$ cat config.mk
export PLATFORM = sky130hd
export DESIGN_NAME = mult_sched_ctrl_flat
export DESIGN_NICKNAME = d
export VERILOG_FILES = /design/src/rtl/mult_sched_pkg.sv /design/src/rtl/mult_sched_ctrl_if.sv /design/src/rtl/mult_sched_ctrl_rr_arbiter2.sv /design/src/rtl/mult_sched_ctrl.sv /design/src/flat_wrapper.sv
export SDC_FILE = /design/constraint.sdc
export NUM_CORES = 1
export LEC_CHECK = 0
export CAP_MARGIN = 40
export CORE_UTILIZATION = 41
export DETAILED_ROUTE_END_ITERATION = 10
export HOLD_SLACK_MARGIN = 0.05
export PLACE_DENSITY = 0.77
export SYNTH_ARGS = -nofsm -noshare
export SYNTH_HDL_FRONTEND = slang
export SYNTH_SLANG_ARGS = --single-unit
$ cat constraint.sdc
create_clock -name clock -period 1.9 [get_ports clock]
set_clock_uncertainty 0.15 [all_clocks]
set_input_delay 0.475 -clock clock [delete_from_list [all_inputs] [get_ports clock]]
set_output_delay 0.475 -clock clock [all_outputs]
set_load 0.05 [all_outputs]
$ cat src/rtl/mult_sched_pkg.sv
// -----------------------------------------------------------------------------
// mult_sched_pkg
// Shared definitions for the repeated-addition multiplier scheduler:
//   - state_t : FSM state encoding (3 bits)
//   - REQ0/REQ1 : owner / grant index constants
//   - WIDTH_DEF : default operand, product and bus width
// -----------------------------------------------------------------------------
package mult_sched_pkg;

  localparam int WIDTH_DEF = 16;

  typedef enum logic [2:0] {
    ST_IDLE   = 3'd0,
    ST_LOAD_A = 3'd1,
    ST_LOAD_B = 3'd2,
    ST_ACCUM  = 3'd3,
    ST_DONE   = 3'd4
  } state_t;

  localparam logic REQ0 = 1'b0;
  localparam logic REQ1 = 1'b1;

endpackage

$ cat src/rtl/mult_sched_ctrl_if.sv
// -----------------------------------------------------------------------------
// mult_sched_ctrl_if
// Bundles the requester handshake and the datapath control/status bus.
//   slave  : view of the scheduler (mult_sched_ctrl)
//   master : view of the environment (requesters + multiplier datapath)
// Signals:
//   req0/req1, a0/b0/a1/b1 : requests and operand pairs
//   busy, done0/done1, result : status and completion back to requesters
//   Lda/Ldb/Ldp/Clrp/Decb, data_in : datapath control strobes and input bus
//   eqz, product : datapath B==0 flag and P register value
// -----------------------------------------------------------------------------
interface mult_sched_ctrl_if
  import mult_sched_pkg::*;
#(
  parameter int WIDTH = WIDTH_DEF
) ();

  logic             req0;
  logic             req1;
  logic [WIDTH-1:0] a0;
  logic [WIDTH-1:0] b0;
  logic [WIDTH-1:0] a1;
  logic [WIDTH-1:0] b1;
  logic             busy;
  logic             done0;
  logic             done1;
  logic [WIDTH-1:0] result;
  logic             Lda;
  logic             Ldb;
  logic             Ldp;
  logic             Clrp;
  logic             Decb;
  logic [WIDTH-1:0] data_in;
  logic             eqz;
  logic [WIDTH-1:0] product;

  modport slave (
    input  req0, req1, a0, b0, a1, b1, eqz, product,
    output busy, done0, done1, result, Lda, Ldb, Ldp, Clrp, Decb, data_in
  );

  modport master (
    output req0, req1, a0, b0, a1, b1, eqz, product,
    input  busy, done0, done1, result, Lda, Ldb, Ldp, Clrp, Decb, data_in
  );

endinterface

$ cat src/rtl/mult_sched_ctrl_rr_arbiter2.sv
// -----------------------------------------------------------------------------
// rr_arbiter2
// Two-way round-robin arbiter, purely combinational.
//   i_req0, i_req1 : requests
//   i_last_grant   : index granted last time (held by the parent)
//   i_en           : arbitration enable (parent is ready to accept)
//   o_valid        : a grant is issued this cycle
//   o_idx          : granted requester index
// -----------------------------------------------------------------------------
module rr_arbiter2
  import mult_sched_pkg::*;
(
  input  logic i_req0,
  input  logic i_req1,
  input  logic i_last_grant,
  input  logic i_en,
  output logic o_valid,
  output logic o_idx
);

  // NOTE: every output gets a default first so no path leaves it unassigned,
  // which would otherwise infer a latch.
  always_comb begin
    o_valid = 1'b0;
    o_idx   = REQ0;
    if (i_en && (i_req0 || i_req1)) begin
      o_valid = 1'b1;
      if (i_req0 && i_req1) begin
        // Tie: the requester that was not served last time wins.
        o_idx = (i_last_grant == REQ0) ? REQ1 : REQ0;
      end else begin
        o_idx = i_req1 ? REQ1 : REQ0;
      end
    end
  end

endmodule

$ cat src/rtl/mult_sched_ctrl.sv
// -----------------------------------------------------------------------------
// mult_sched_ctrl
// Scheduler/sequencer for a shared repeated-addition multiplier datapath.
// Arbitrates two requesters round-robin, captures the winner's operands,
// sequences LOAD_A -> LOAD_B -> ACCUM -> DONE, and returns the product with a
// one-cycle done pulse to the granted requester.
//   clock : single clock, all state on the rising edge
//   rst_n : synchronous active-low reset
//   bus   : requester handshake + datapath control (slave view)
// -----------------------------------------------------------------------------
module mult_sched_ctrl
  import mult_sched_pkg::*;
#(
  parameter int WIDTH = WIDTH_DEF
) (
  input  logic               clock,
  input  logic               rst_n,
  mult_sched_ctrl_if.slave   bus
);

  state_t           r_state;
  logic             r_last_grant;
  logic             r_owner;
  logic [WIDTH-1:0] r_op_a;
  logic [WIDTH-1:0] r_op_b;
  logic [WIDTH-1:0] r_result;
  logic [WIDTH-1:0] r_data_in;
  logic             r_busy;
  logic             r_done0;
  logic             r_done1;
  logic             r_lda;
  logic             r_ldb;
  logic             r_clrp;
  logic             r_accum;

  logic             w_grant_valid;
  logic             w_grant_idx;
  logic [WIDTH-1:0] w_sel_a;
  logic [WIDTH-1:0] w_sel_b;

  rr_arbiter2 u_arb (
    .i_req0       (bus.req0),
    .i_req1       (bus.req1),
    .i_last_grant (r_last_grant),
    .i_en         (r_state == ST_IDLE),
    .o_valid      (w_grant_valid),
    .o_idx        (w_grant_idx)
  );

  assign w_sel_a = (w_grant_idx == REQ1) ? bus.a1 : bus.a0;
  assign w_sel_b = (w_grant_idx == REQ1) ? bus.b1 : bus.b0;

  // NOTE: operand registers carry no reset; they are always written at the
  // grant edge before anything reads them.
  always_ff @(posedge clock) begin
    if (r_state == ST_IDLE && w_grant_valid) begin
      r_op_a <= w_sel_a;
      r_op_b <= w_sel_b;
    end
  end

  // Outputs are registered alongside the state: each transition also loads
  // the strobe pattern of the state being entered.
  // NOTE: non-blocking assignments throughout, so every right-hand side sees
  // the pre-edge value regardless of statement order.
  always_ff @(posedge clock) begin
    if (!rst_n) begin
      r_state      <= ST_IDLE;
      r_last_grant <= REQ1;
      r_owner      <= REQ0;
      r_result     <= '0;
      r_data_in    <= '0;
      r_busy       <= 1'b0;
      r_done0      <= 1'b0;
      r_done1      <= 1'b0;
      r_lda        <= 1'b0;
      r_ldb        <= 1'b0;
      r_clrp       <= 1'b0;
      r_accum      <= 1'b0;
    end else begin
      r_lda   <= 1'b0;
      r_ldb   <= 1'b0;
      r_clrp  <= 1'b0;
      r_done0 <= 1'b0;
      r_done1 <= 1'b0;
      unique case (r_state)
        ST_IDLE: begin
          if (w_grant_valid) begin
            r_owner      <= w_grant_idx;
            r_last_grant <= w_grant_idx;
            r_busy       <= 1'b1;
            r_lda        <= 1'b1;
            r_data_in    <= w_sel_a;
            r_state      <= ST_LOAD_A;
          end
        end
        ST_LOAD_A: begin
          r_ldb     <= 1'b1;
          r_clrp    <= 1'b1;
          r_data_in <= r_op_b;
          r_state   <= ST_LOAD_B;
        end
        ST_LOAD_B: begin
          r_accum <= 1'b1;
          r_state <= ST_ACCUM;
        end
        ST_ACCUM: begin
          if (bus.eqz) begin
            r_result  <= bus.product;
            r_accum   <= 1'b0;
            r_data_in <= '0;
            r_done0   <= (r_owner == REQ0);
            r_done1   <= (r_owner == REQ1);
            r_state   <= ST_DONE;
          end
        end
        ST_DONE: begin
          r_busy  <= 1'b0;
          r_state <= ST_IDLE;
        end
        default: begin
          r_busy    <= 1'b0;
          r_accum   <= 1'b0;
          r_data_in <= '0;
          r_state   <= ST_IDLE;
        end
      endcase
    end
  end

  // Add/decrement follow eqz directly so the last ACCUM cycle issues no add.
  assign bus.Ldp     = r_accum & ~bus.eqz;
  assign bus.Decb    = r_accum & ~bus.eqz;
  assign bus.Lda     = r_lda;
  assign bus.Ldb     = r_ldb;
  assign bus.Clrp    = r_clrp;
  assign bus.data_in = r_data_in;
  assign bus.busy    = r_busy;
  assign bus.done0   = r_done0;
  assign bus.done1   = r_done1;
  assign bus.result  = r_result;

endmodule

$ cat src/flat_wrapper.sv
// flat-port wrapper written by rule: the top's interface ports become plain ports
module mult_sched_ctrl_flat import mult_sched_pkg::*;
#(
  parameter int WIDTH = WIDTH_DEF
)
  (clock, rst_n, bus_req0, bus_req1, bus_a0, bus_b0, bus_a1, bus_b1, bus_eqz, bus_product, bus_busy, bus_done0, bus_done1, bus_result, bus_Lda, bus_Ldb, bus_Ldp, bus_Clrp, bus_Decb, bus_data_in);
  mult_sched_ctrl_if #(.WIDTH(WIDTH)) bus_i ();
  input  logic clock;
  input  logic rst_n;
  input wire logic [$bits(bus_i.req0)-1:0] bus_req0;
  input wire logic [$bits(bus_i.req1)-1:0] bus_req1;
  input wire logic [$bits(bus_i.a0)-1:0] bus_a0;
  input wire logic [$bits(bus_i.b0)-1:0] bus_b0;
  input wire logic [$bits(bus_i.a1)-1:0] bus_a1;
  input wire logic [$bits(bus_i.b1)-1:0] bus_b1;
  input wire logic [$bits(bus_i.eqz)-1:0] bus_eqz;
  input wire logic [$bits(bus_i.product)-1:0] bus_product;
  output wire logic [$bits(bus_i.busy)-1:0] bus_busy;
  output wire logic [$bits(bus_i.done0)-1:0] bus_done0;
  output wire logic [$bits(bus_i.done1)-1:0] bus_done1;
  output wire logic [$bits(bus_i.result)-1:0] bus_result;
  output wire logic [$bits(bus_i.Lda)-1:0] bus_Lda;
  output wire logic [$bits(bus_i.Ldb)-1:0] bus_Ldb;
  output wire logic [$bits(bus_i.Ldp)-1:0] bus_Ldp;
  output wire logic [$bits(bus_i.Clrp)-1:0] bus_Clrp;
  output wire logic [$bits(bus_i.Decb)-1:0] bus_Decb;
  output wire logic [$bits(bus_i.data_in)-1:0] bus_data_in;
  assign bus_i.req0 = bus_req0;
  assign bus_i.req1 = bus_req1;
  assign bus_i.a0 = bus_a0;
  assign bus_i.b0 = bus_b0;
  assign bus_i.a1 = bus_a1;
  assign bus_i.b1 = bus_b1;
  assign bus_i.eqz = bus_eqz;
  assign bus_i.product = bus_product;
  assign bus_busy = bus_i.busy;
  assign bus_done0 = bus_i.done0;
  assign bus_done1 = bus_i.done1;
  assign bus_result = bus_i.result;
  assign bus_Lda = bus_i.Lda;
  assign bus_Ldb = bus_i.Ldb;
  assign bus_Ldp = bus_i.Ldp;
  assign bus_Clrp = bus_i.Clrp;
  assign bus_Decb = bus_i.Decb;
  assign bus_data_in = bus_i.data_in;
  mult_sched_ctrl #(.WIDTH(WIDTH)) u_core (.clock(clock), .rst_n(rst_n), .bus(bus_i));
endmodule
* Word level (Yosys, flattened, before mapping)
Cells that the tools add are included.
** Storage, ports and cells
- Memory bits (read-only) :: 0
- Bits in writable memories :: 0
- Output and inout port bits :: 40
- Latch bits :: 0
- Register bits after elaboration :: 59
- Word-level logic and storage cells :: 59
- Memories kept :: 0
** Operators by class
- Order comparisons :: 0
- Multiply operators :: 0
- Bitwise gates (word level) :: 6
- Divide/modulo/power cells :: 0
- Equality and inequality tests :: 6
- Muxes and demuxes :: 19
- Add/subtract/negate cells :: 0
- Reductions and logical operators :: 16
- Shift operators :: 0
** Operator list (number)
- 16-bit two-way mux :: 4
- 16-bit case mux with 4 select lines :: 1
- 3-bit case mux with 4 select lines :: 1
- 2-bit AND reduction :: 6
- 1-bit two-way mux :: 9
- 3-bit by 2-bit == test with 1-bit output (second input constant) :: 2
- 3-bit two-way mux :: 2
- 3-bit AND reduction :: 2
- 3-bit OR reduction :: 2
- 1-bit inverter :: 5
- 3-bit by 1-bit == test with 1-bit output (second input constant) :: 1
- 3-bit == test (second input constant) :: 1
- 1-bit logical AND :: 3
- 3-bit logical NOT :: 1
- 1-bit case mux with 3 select lines :: 1
- 2-bit by 1-bit inequality test with 1-bit output (second input constant) :: 1
- 2-bit inequality test (second input constant) :: 1
- 1-bit case mux with 2 select lines :: 1
- 2-bit OR reduction :: 1
- 1-bit bitwise AND :: 1
- 1-bit logical OR :: 1

* Longest topological paths before layout
- Depth in word-level cells :: 6
- Depth in mapped cells :: 8
- Mapped depth without buffers :: 4

* Cells and area by module
From an unflattened synthesis, not the netlist that was laid out.
** Unflattened totals
- Cell total of the unflattened synthesis :: 247
- Area total of the unflattened synthesis :: 2675.1 µm²
** Modules (own cells, without submodules)
- mult_sched_ctrl :: area each 2655.0 µm², cells each 244, instances 1
- rr_arbiter2 :: area each 20.0 µm², cells each 3, instances 1

* Worst setup path before layout
No wires, ideal clock.
- Path kind :: in2out
- From :: input bus_eqz
- To :: output bus_Ldp
- Cell stages on the path :: 2
- Required time :: 1.275 ns
- Arrival time :: 1.535 ns
- Slack :: -0.260 ns
- Path through :: nor2b_1 > buf_4
** Between the ends
- Longest elaborated chain between the ends :: 2
** Ends and longest elaborated chain
- start, declared :: RTL line flat_wrapper.sv:16 : input wire logic [$bits(bus_i.eqz)-1:0] bus_eqz;
- 1-bit inverter :: RTL line mult_sched_ctrl.sv:132 : assign bus.Ldp = r_accum & ~bus.eqz;
- 1-bit bitwise AND :: RTL line mult_sched_ctrl.sv:132
- end, declared :: RTL line flat_wrapper.sv:24 : output wire logic [$bits(bus_i.Ldp)-1:0] bus_Ldp;
No other way between the ends.

* Final worst setup path
- From :: input bus_req1
- To :: register u_core.r_data_in[3], in the netlist u_core.bus.data_in[3]
** Between the ends
- Longest elaborated chain between the ends :: 6
- Elaborated cells on any way between the ends :: 12
- Those cells by class :: eq/ne (1); mux (7); reduce/logical (4)
** Ends and longest elaborated chain
- start, declared :: RTL line flat_wrapper.sv:11 : input wire logic [$bits(bus_i.req1)-1:0] bus_req1;
- 1-bit two-way mux (tied with other cells) :: RTL line mult_sched_ctrl_rr_arbiter2.sv:32 : o_idx = i_req1 ? REQ1 : REQ0;
- 1-bit two-way mux / 1-bit logical AND (equally long branches) :: RTL line mult_sched_ctrl_rr_arbiter2.sv:28, mult_sched_ctrl_rr_arbiter2.sv:26
- 1-bit two-way mux :: RTL line mult_sched_ctrl_rr_arbiter2.sv:26 : if (i_en && (i_req0 || i_req1)) begin
- 16-bit two-way mux :: RTL line mult_sched_ctrl.sv:50 : assign w_sel_a = (w_grant_idx == REQ1) ? bus.a1 : bus.a0;
- 16-bit two-way mux :: RTL line mult_sched_ctrl.sv:88 : if (w_grant_valid) begin
- 16-bit case mux with 4 select lines :: RTL line mult_sched_ctrl.sv:86 : unique case (r_state)
- end signal, assigned :: RTL line mult_sched_ctrl.sv:93 : r_data_in <= w_sel_a;
- end signal, assigned :: RTL line mult_sched_ctrl.sv:100 : r_data_in <= r_op_b;
- end, declared :: RTL line mult_sched_ctrl.sv:27 : logic [WIDTH-1:0] r_data_in;
Several ways; a longest one is shown, not always the timed one. The select of a mux whose other input is x is not followed.
A chain may end at the register's enable or synchronous reset.

==> impl_metrics.py <==
metrics = {
    "grt": {
        "grt_usage_pct": 23.6,
        "grt_max_degree": 18,
        "antenna_found_initial": 0,
        "grt_pass1_vias": 2408,
        "grt_pass1_wl_mm": 11.5,
        "grt_overflow": 0,
    },
    "critical_path": {
        "max_stage_delay_ns": 0.27,
        "critPathCaptureType": "register",
        "cp_data_required_time_ns": 1.96,
        "path_buf_inv": 4,
        "cp_max_fo": 16,
        "cp_common_cell": "buf_4",
        "crit_type": "input pin to register",
        "cp.arrival_ns": 1.92,
        "crit_family": "buffers and inverters",
        "crit_chain": "dlygate4sd2_1 > buf_4 > or2_4 > a22o_1 > buf_4 > buf_12 > o31ai_1 > a21oi_1",
        "critPathSlowestCell": "o31ai_1",
        "startpoint_type": "input pin",
    },
    "cells_and_area": {
        "regArea_um2": 1340,
        "final_util_pct": 71.1,
        "num_antenna_cells": 0,
        "multi_input_area_um2": 1220,
        "area_growth_pct": 63.8,
        "nNetsFinal": 472,
        "drive_gt1_share_pct": 33.5,
        "n_fill_cell": 463,
        "design_area_um2": 4310,
    },
    "timing": {
        "hold_violations": 0,
        "finalSetupViolations": 0,
        "setup_ws_ns": 0.0402,
        "clock.fmax_mhz": 538,
        "slew_headroom_pct": 80.6,
        "final-max-slew-violation-count": 0,
        "worstMarginPinSlew_ns": 0.288,
        "finalCritPeriodShare_pct": 97.9,
        "fin_crit_ns": 1.86,
        "setup_tns_ns": 0,
        "rsz0062_at_grt": "no",
    },
    "route": {
        "drc": 0,
        "drt-wirelength-per-cell_um": 15.9,
        "drt_pass1_iterations": 4,
        "ant_nets": 0,
        "drtIter0Drc": 132,
        "drt-total-wl_mm": 7.42,
        "vias_per_cell": 5.19,
        "vias": 2418,
    },
    "pwr": {
        "ir_drop_mv": 0.584,
        "p_leak_nw": 1.72,
        "total_power_mw": 3.58,
        "pwr_density_cell_nw_per_um2": 832,
    },
    "floorplanning": {
        "core-area_um2": 6060,
        "ios": 125,
        "std_cell_rows": 28,
        "dieArea_um2": 6740,
        "start_util_pct": 43.4,
        "die_h_um": 82.1,
        "dieWidth_um": 82.1,
    },
    "logic_synthesis": {
        "synthTopCellsByArea": "dfxtp_1, edfxtp_1, mux2_2, a21boi_0, a22oi_1",
        "synth_nets": 331,
        "synth-main-ff-cell": "dfxtp_1",
        "ys_top_cells_by_count": "dfxtp_1, mux2_2, nand2_1",
        "synth_most_common_cell": "dfxtp_1",
        "synth_top_area_share_pct": 32.7,
        "yosysUniqueCellTypes": 31,
        "avgSynthCellArea_um2": 10.7,
        "yosys.area.top_type": "dfxtp_1",
        "netlist_instances": 246,
        "ys_seq_area_share_pct": 51.0,
        "ys_seq_elements": 59,
        "synth_area_um2": 2630,
        "yosysWarnings": 0,
        "async_flop_share_pct": 0,
        "synth_edf_count": 16,
    },
    "status": {
        "status": "finished clean",
    },
    "worst_hold_path": {
        "holdCritPathClass": "register to register",
    },
    "cts": {
        "clk_latency_ns": 0.33,
        "cts_tree": "done",
        "clkSlewWorstSetupHoldPaths_ns": 0.07,
        "cts_hold_buffers": 0,
        "cts_max_path_buffers": 2,
        "numCtsBuffers": 9,
        "clock-sinks": 59,
        "htreeDepth": 3,
        "cts_root_buf": "clkbuf_8",
    },
    "placed_design": {
        "place_ws_ns": -0.417,
        "gp_congestion": 0.807,
        "dpl_cell_area_um2": 4040,
        "dp_hpwl_mm": 5.44,
        "numPortBuffers": 124,
    },
    "job": {
        "cap_violations": 0,
    },
}
-- what timing repair did --
item                       CTS  global route
resized for setup           13             3
pin swaps                    2             0
gates cloned                 1             0
buffers inserted             1             0
setup endpoints to repair   30             2
-- flip-flops by register name, summed over array words and instances, names as in the netlist --
| name | count |
|---|---|
| u_core.bus.Lda | 1 |
| u_core.bus.Ldb | 1 |
| u_core.bus.busy | 1 |
| u_core.bus.data_in | 16 |
| u_core.bus.done0 | 1 |
| u_core.bus.done1 | 1 |
| u_core.bus.result | 16 |
| u_core.r_accum | 1 |
| u_core.r_last_grant | 1 |
| u_core.r_op_b | 16 |
| u_core.r_owner | 1 |
| u_core.r_state | 3 |
-- final cells by class --
cell class	count	share of cell area (%)
tap	75	2.18
clock buffer	12	3.60
sequential	59	31.1
timing repair buffer	153	34.5
multi-input combinational	164	28.3
clock inverter	3	0.349
-- cell usage in the layout, fill, tap and decap left out, drive strengths merged --
cell type      instances
o21ai                  1
a22o                   1
a21oi                 19
nor3b                  2
nand2b                 3
o21a                   1
a22oi                 16
a21boi                18
nor3                   2
bufbuf                 1
nor2b                  2
clkdlybuf4s50         81
dfxtp                 43
nand2                 33
buf                   68
clkinv                 3
nor2                   4
dlygate4sd2            3
clkbuf                12
and3                   3
o31ai                 16
and3b                  1
or2                    2
mux2                  32
a211oi                 1
and2                   5
o21bai                 1
nand3b                 1
edfxtp                16
-- logic make-up (layout without fill, tap and decap cells) --
group	after synthesis	in the layout	synth area share, %
AOI/OAI and AO/OA	74	74	19.4
buffers and inverters	23	168	5.04
DFF	59	59	51.0
muxes	32	32	13.7
and+or+nand+nor	58	58	10.8
-- layer usage --
layer / part of all wire (%) / up-vias / global-route usage [%]
met4: 2.2 / 0 / 10.2
met2: 51 / 89 / 37.3
met1: 41 / 1138 / 29.6
li1: - / 1175 / -
met3: 6.5 / 16 / 7.33
met5: 0 / - / 0
-- final timing paths --
kind | startpoint | endpoint | slack, ns | depth (start not counted)
max | bus_req1 | u_core.bus.data_in[3] | 0.04 | 8
min | u_core.r_owner | u_core.bus.done0 | 0.29 | 1
max reg2reg | u_core.r_state[1] | u_core.bus.data_in[3] | 0.12 | 6
min reg2reg | u_core.r_owner | u_core.bus.done0 | 0.29 | 1
-- power breakdown --
group	internal (mW)	switching, mW
logic	0.529	0.558
clock network	0.531	0.471
registers	1.43	0.0676
-- per-stage QoR --
step	hold WS [ns]	instances
2_1_floorplan	0.257	246
3_3_place_gp	0.282	449
3_5_place_dp	0.279	449
4_1_cts	0.295	466
5_1_grt	0.315	466
6_report	0.293	466
No activity file was read; power rests on OpenSTA's default activity.
